===== src/rtl/led_pkg.sv =====
// Shared types and helpers for the multi-channel LED driver.
package led_pkg;

  typedef enum logic [1:0] {
    MODE_OFF   = 2'd0,
    MODE_ON    = 2'd1,
    MODE_BLINK = 2'd2,
    MODE_BURST = 2'd3
  } mode_e;

  typedef enum logic [1:0] {
    S_OFF = 2'd0,
    S_ON  = 2'd1,
    S_HI  = 2'd2,
    S_LO  = 2'd3
  } state_e;

  // Width of a counter spanning 0..div-1; never less than 1 bit.
  function automatic int unsigned presc_width(input int unsigned div);
    return (div > 1) ? $clog2(div) : 1;
  endfunction

endpackage


===== src/rtl/led_channel.sv =====
// One LED channel: mode/half-period registers, phase counter, flash counter
// and the OFF/ON/HI/LO state machine.
module led_channel
  import led_pkg::*;
#(
  parameter int unsigned PER_W = 12,
  parameter int unsigned CNT_W = 8
) (
  input  logic             clk,
  input  logic             rst_n,
  input  logic             tick,
  input  logic             wr_hit,
  input  logic [1:0]       mode,
  input  logic [PER_W-1:0] half,
  input  logic [CNT_W-1:0] count,
  output logic             led,
  output logic             busy
);

  state_e           state_q, state_d;
  mode_e            mode_q, mode_d;
  logic [PER_W-1:0] half_q, half_d;
  logic [PER_W-1:0] phase_q, phase_d;
  logic [CNT_W-1:0] flash_q, flash_d;

  always_ff @(posedge clk or negedge rst_n) begin
    if (!rst_n) begin
      state_q <= S_OFF;
      mode_q  <= MODE_OFF;
      half_q  <= '0;
      phase_q <= '0;
      flash_q <= '0;
    end else begin
      state_q <= state_d;
      mode_q  <= mode_d;
      half_q  <= half_d;
      phase_q <= phase_d;
      flash_q <= flash_d;
    end
  end

  always_comb begin
    state_d = state_q;
    mode_d  = mode_q;
    half_d  = half_q;
    phase_d = phase_q;
    flash_d = flash_q;
    // A write takes priority over a coincident tick, which is dropped.
    if (wr_hit) begin
      mode_d  = mode_e'(mode);
      half_d  = (half == '0) ? PER_W'(1) : half;
      phase_d = '0;
      flash_d = '0;
      case (mode_e'(mode))
        MODE_OFF:   state_d = S_OFF;
        MODE_ON:    state_d = S_ON;
        MODE_BLINK: state_d = S_HI;
        MODE_BURST: begin
          if (count != '0) begin
            state_d = S_HI;
            flash_d = count;
          end else begin
            state_d = S_OFF;
          end
        end
        default:    state_d = S_OFF;
      endcase
    end else if (tick && (state_q == S_HI || state_q == S_LO)) begin
      if (phase_q == half_q - 1'b1) begin
        phase_d = '0;
        if (state_q == S_HI) begin
          state_d = S_LO;
        end else if (mode_q == MODE_BURST) begin
          if (flash_q <= CNT_W'(1)) begin
            state_d = S_OFF;
            flash_d = '0;
          end else begin
            state_d = S_HI;
            flash_d = flash_q - 1'b1;
          end
        end else begin
          state_d = S_HI;
        end
      end else begin
        phase_d = phase_q + 1'b1;
      end
    end
  end

  assign led  = (state_q == S_ON) || (state_q == S_HI);
  assign busy = (mode_q == MODE_BURST) && (flash_q != '0);

endmodule


===== src/rtl/led_blink_multi.sv =====
// Multi-channel LED driver: shared free-running prescaler, write address
// decode and one led_channel per LED.
module led_blink_multi
  import led_pkg::*;
#(
  parameter int unsigned CLK_HZ  = 50_000_000,
  parameter int unsigned TICK_HZ = 1000,
  parameter int unsigned NUM_LED = 4,
  parameter int unsigned PER_W   = 12,
  parameter int unsigned CNT_W   = 8,
  parameter int unsigned ADDR_W  = 4
) (
  input  logic               CLK_50M,
  input  logic               RST_N,
  input  logic               WR_EN,
  input  logic [ADDR_W-1:0]  WR_ADDR,
  input  logic [1:0]         WR_MODE,
  input  logic [PER_W-1:0]   WR_HALF,
  input  logic [CNT_W-1:0]   WR_COUNT,
  output logic [NUM_LED-1:0] LED,
  output logic [NUM_LED-1:0] BUSY,
  output logic               TICK
);

  localparam int unsigned      DIV       = CLK_HZ / TICK_HZ;
  localparam int unsigned      PW        = presc_width(DIV);
  localparam logic [PW-1:0]    PRESC_MAX = PW'(DIV - 1);

  logic [PW-1:0]      presc_q, presc_d;
  logic [NUM_LED-1:0] wr_hit;

  always_ff @(posedge CLK_50M or negedge RST_N) begin
    if (!RST_N) presc_q <= '0;
    else        presc_q <= presc_d;
  end

  always_comb begin
    presc_d = (presc_q == PRESC_MAX) ? '0 : presc_q + 1'b1;
  end

  assign TICK = (presc_q == PRESC_MAX);

  // Out-of-range addresses match no channel and are therefore ignored.
  always_comb begin
    wr_hit = '0;
    for (int unsigned i = 0; i < NUM_LED; i++) begin
      wr_hit[i] = WR_EN && (WR_ADDR == ADDR_W'(i));
    end
  end

  for (genvar g = 0; g < NUM_LED; g++) begin : g_ch
    led_channel #(
      .PER_W (PER_W),
      .CNT_W (CNT_W)
    ) u_ch (
      .clk    (CLK_50M),
      .rst_n  (RST_N),
      .tick   (TICK),
      .wr_hit (wr_hit[g]),
      .mode   (WR_MODE),
      .half   (WR_HALF),
      .count  (WR_COUNT),
      .led    (LED[g]),
      .busy   (BUSY[g])
    );
  end

endmodule


===== config.mk =====
export PLATFORM = sky130hd
export DESIGN_NAME = led_blink_multi
export DESIGN_NICKNAME = d
export VERILOG_FILES = /design/src/rtl/led_pkg.sv /design/src/rtl/led_channel.sv /design/src/rtl/led_blink_multi.sv
export SDC_FILE = /design/constraint.sdc
export NUM_CORES = 1
export LEC_CHECK = 0
export BUFFER_PORTS_ARGS = -buffer_cell sky130_fd_sc_hd__buf_2
export CAP_MARGIN = 10
export CORE_MARGIN = 2
export CORE_UTILIZATION = 55
export DETAILED_ROUTE_END_ITERATION = 10
export PLACE_DENSITY_LB_ADDON = 0.25
export SLEW_MARGIN = 25
export SYNTH_ARGS = -nofsm -noshare
export SYNTH_HDL_FRONTEND = slang
export SYNTH_SLANG_ARGS = --single-unit

===== constraint.sdc =====
create_clock -name CLK_50M -period 2.5 [get_ports CLK_50M]
set_input_delay 0.375 -clock CLK_50M [delete_from_list [all_inputs] [get_ports CLK_50M]]
set_output_delay 0.375 -clock CLK_50M [all_outputs]
set_load 0.005 [all_outputs]

==> results.py <==
metrics = {
    "cts": {
        "clkTransAtPathRegs_ns": 0.06,
        "ctsLongestPathBuffers": 2,
        "htree_levels": 4,
        "cts_tree": "done",
        "cts.sinks": 160,
        "ctsRootBufferMaster": "clkbuf_16",
        "clock_latency_ns": 0.43,
        "numCtsBuffers": 17,
    },
    "critical_path": {
        "startpoint_type": "flop",
        "cp_common_cell": "or4_4",
        "path_class": "reg2reg",
        "reg2reg_depth": 7,
        "cp_slowest_cell": "or4_4",
        "required_ns": 2.83,
        "worstPathArrival_ns": 3.07,
        "regToRegStartpoint": "g_ch[1].u_ch.half_q[3]$_DFFE_PN0P_",
        "path_cells": "or4_4, or3_4, a311o_1, a21oi_2, nand4_1, or4_4, o31ai_2",
        "reg2reg_to": "g_ch[1].u_ch.flash_q[5]$_DFFE_PN0P_",
        "critical_path.max_stage_delay_ns": 0.53,
        "endpoint_kind": "flop",
        "ff2ff_setup_slack_ns": -0.25,
        "worstPathMaxFanout": 5,
    },
    "route": {
        "firstDrtPassIters": 5,
        "avgViaCountPerCell": 5.98,
        "antenna_left": 0,
        "wl_um": 28100,
        "wl_per_cell_um": 18.0,
        "remaining_drc_errors": 0,
        "drt_iter0_drc": 678,
        "vias": 9325,
    },
    "global_routing": {
        "grt_usage": 0.285,
        "grt_overflow": 0,
        "grt_max_degree": 57,
        "grt_pass1_vias": 8973,
        "grt_pass1_wl_um": 44600,
        "antenna_found_initial": 0,
    },
    "die": {
        "dieArea_sq_um": 19100,
        "start_util": 0.556,
        "die_w_um": 138,
        "core-area_sq_um": 17800,
        "die_y_um": 138,
        "rows": 49,
        "io_pins": 38,
    },
    "logic_synthesis": {
        "seq_area_frac_synth": 0.403,
        "syn_area_sq_um": 9920,
        "synth_warnings": 0,
        "synthArstFlopShare": 1.00,
        "synth_edf_count": 0,
        "synthTopCellsByCount": "nand2_1 (248), dfrtp_1 (160), nor2_1 (100), xnor2_1 (56), nand3_1 (55)",
        "synth-adder-area-share": 0.0315,
        "synth_area_leaders": "dfrtp_1 (40%), nand2_1 (9.4%), xnor2_1 (4.9%)",
        "synthFlopType": "dfrtp_1",
        "synth_top_cell_area_share": 0.403,
        "synth_compound_area_frac": 0.131,
        "synth_top_family_by_area": "simple AND/OR/NAND/NOR gates",
        "synth_cell_type_count": 74,
        "avgSynthCellArea_sq_um": 8.37,
        "syn_nets": 1240,
        "postSynthCellCount": 1186,
        "synthXorXnorAreaFrac": 0.0891,
        "synth_top_cell_by_area": "dfrtp_1",
        "ys_ff_latch": 160,
        "synthSimpleGateAreaFrac": 0.292,
        "synthMuxAreaShare": 0.00883,
        "post-synth-top-count-cell": "nand2_1",
    },
    "timing": {
        "final_hold_viol_count": 0,
        "setup_viol": 33,
        "slew_viol_final": 0,
        "relSlewSlack": 0.475,
        "rsz0062_at_grt": "yes",
        "finalWorstSetupSlack_ns": -0.245,
        "fmax_mhz": 364,
        "finalCriticalPeriod_ns": 2.75,
        "worstMarginPinSlew_ns": 0.784,
        "clock_skew_ns": 0.0133,
        "timing.final.crit_share": 1.10,
    },
    "place": {
        "portBuffers": 37,
        "hpwlAfterDp_um": 19200,
        "gp_congestion": 0.928,
    },
    "hold_path": {
        "holdPathEnd": "g_ch[1].u_ch.half_q[9]$_DFFE_PN0P_",
        "min-delay-start": "WR_HALF[9]",
        "hold_path_depth": 3,
        "hold_class": "in2reg",
    },
    "layout": {
        "layout-drive-gt1-share": 0.232,
        "multi_input_area_sq_um": 6060,
        "layout.nets": 1374,
        "fin_util": 0.694,
        "area.growth.synth_to_final_pct": 24.8,
        "antennaDiodeCount": 0,
        "regArea_sq_um": 4010,
        "fillers": 1413,
    },
    "run_status": {
        "outcome": "finished, violations left",
        "violations": "negative setup slack",
    },
    "power": {
        "clkPwrFrac": 0.297,
        "power_density_nw_per_um2": 717,
        "net-switching-power_uw": 3060,
        "intPower_uw": 5820,
        "seqPwrFrac": 0.378,
        "p_leak_uw": 0.00557,
        "switching_share": 0.345,
        "ir_drop_v": 0.000568,
        "p_comb_frac": 0.325,
        "power.total_uw": 8880,
    },
    "run": {
        "maxCapViolCount": 0,
    },
}
## cell families (layout without fill, tap and decap cells)
| kind of cell | Yosys count | in the layout |
|---|---|---|
| XOR/XNOR | 101 | 101 |
| flip-flops | 160 | 160 |
| adder cells (fa/ha/maj) | 25 | 25 |
| AO/OA/AOI/OAI | 191 | 191 |
| buffers and inverters | 102 | 247 |
| multiplexers | 8 | 8 |
| AND/OR/NAND/NOR | 599 | 599 |
## stage by stage
step                      cells  worst slack, ns  cell area, sq um  TNS (ns)  hold slack [ns]
after floorplan            1186           -0.190              9960     -1.11           0.0794
final                      1560           -0.245             12400     -2.10            0.257
after detailed placement   1509           -0.173             11000     -2.17            0.384
after CTS                  1542           -0.177             11800     -2.04            0.244
after global placement     1509           -0.174             11000     -1.13            0.379
after global routing       1560           -0.346             12400     -7.33            0.252
## power by group through the flow
stage          Sequential [uW]  Combinational, uW  Clock, uW
6_report                  3350               2890       2640
4_1_cts                   3330               2520       2650
3_3_place_gp              3340               2320          0
3_5_place_dp              3360               2390          0
5_1_grt                   3400               3150       2760
2_1_floorplan             3290               1620          0
## worst max-delay path by stage
| stage | startpoint | endpoint | slack (ns) | cells after the start |
|---|---|---|---|---|
| detailed placement | g_ch[0].u_ch.half_q[5]$_DFFE_PN0P_ | g_ch[0].u_ch.flash_q[5]$_DFFE_PN0P_ | -0.17 | 8 |
| floorplan | g_ch[1].u_ch.half_q[4]$_DFFE_PN0P_ | g_ch[1].u_ch.flash_q[5]$_DFFE_PN0P_ | -0.19 | 8 |
| CTS | g_ch[0].u_ch.half_q[6]$_DFFE_PN0P_ | g_ch[0].u_ch.flash_q[4]$_DFFE_PN0P_ | -0.18 | 8 |
| finish | g_ch[1].u_ch.half_q[3]$_DFFE_PN0P_ | g_ch[1].u_ch.flash_q[5]$_DFFE_PN0P_ | -0.25 | 7 |
| global route | g_ch[1].u_ch.half_q[3]$_DFFE_PN0P_ | g_ch[1].u_ch.flash_q[5]$_DFFE_PN0P_ | -0.35 | 7 |
| global placement | g_ch[0].u_ch.half_q[5]$_DFFE_PN0P_ | g_ch[0].u_ch.flash_q[5]$_DFFE_PN0P_ | -0.17 | 8 |
## cells in the final DEF, fill, tap and decap left out, drive strengths merged, types with 6 or more instances in the layout
cell type and instances:
nand2 248, buf 169, dfrtp 160, nor2 100, xnor2 56, nand3 56
o21ai 48, inv 47, xor2 45, nor3 35, ha 25, a21oi 25
nor4 24, nand4 23, a31oi 20, and3 19, clkbuf 19, o211ai 17
or3 16, or4 14, nor2b 13, nand2b 11, o31ai 8, o21a 7
and2 7, a21o 6, o22ai 6, mux2 6, nor4b 6
## state kept, by name, summed over array words and instances (netlist names)
name,count
g_ch.u_ch.phase_q,48
g_ch.u_ch.half_q,48
presc_q,16
g_ch.u_ch.flash_q,32
g_ch.u_ch.state_q,8
g_ch.u_ch.mode_q,8
## worst max-delay path, delay by kind of cell, from the launching register on
kind / cells / cell delay (ns)
AND/OR/NAND/NOR: 4 / 1.59
AO/OA/AOI/OAI: 3 / 0.67
flip-flops: 1 / 0.37
## metal layers
metal / vias up / routed length (um) / share of wire / global-route usage
met3: 80 / 1590 / 0.057 / 0.0592
met4: 0 / 919 / 0.033 / 0.105
met5: - / 0 / 0 / 0
li1: 4419 / - / - / -
met2: 311 / 13700 / 0.49 / 0.465
met1: 4515 / 11900 / 0.42 / 0.378
## what timing repair did
item	CTS	global route
setup buffers	3	18
hold endpoints to repair	52	0
gates cloned	0	2
endpoints found under the setup margin	53	83
pin swaps	21	46
hold buffers	1	0
resized for setup	34	101
## layout make-up
type,count,share of cell area
multi-input cells,924,0.489
well taps,229,0.0231
repair buffers,170,0.104
flip-flops and latches,160,0.323
clock buffers,19,0.0350
inverters,47,0.0142
clock inverters,11,0.0115
Note: power is estimated with default switching activity, not from simulation.
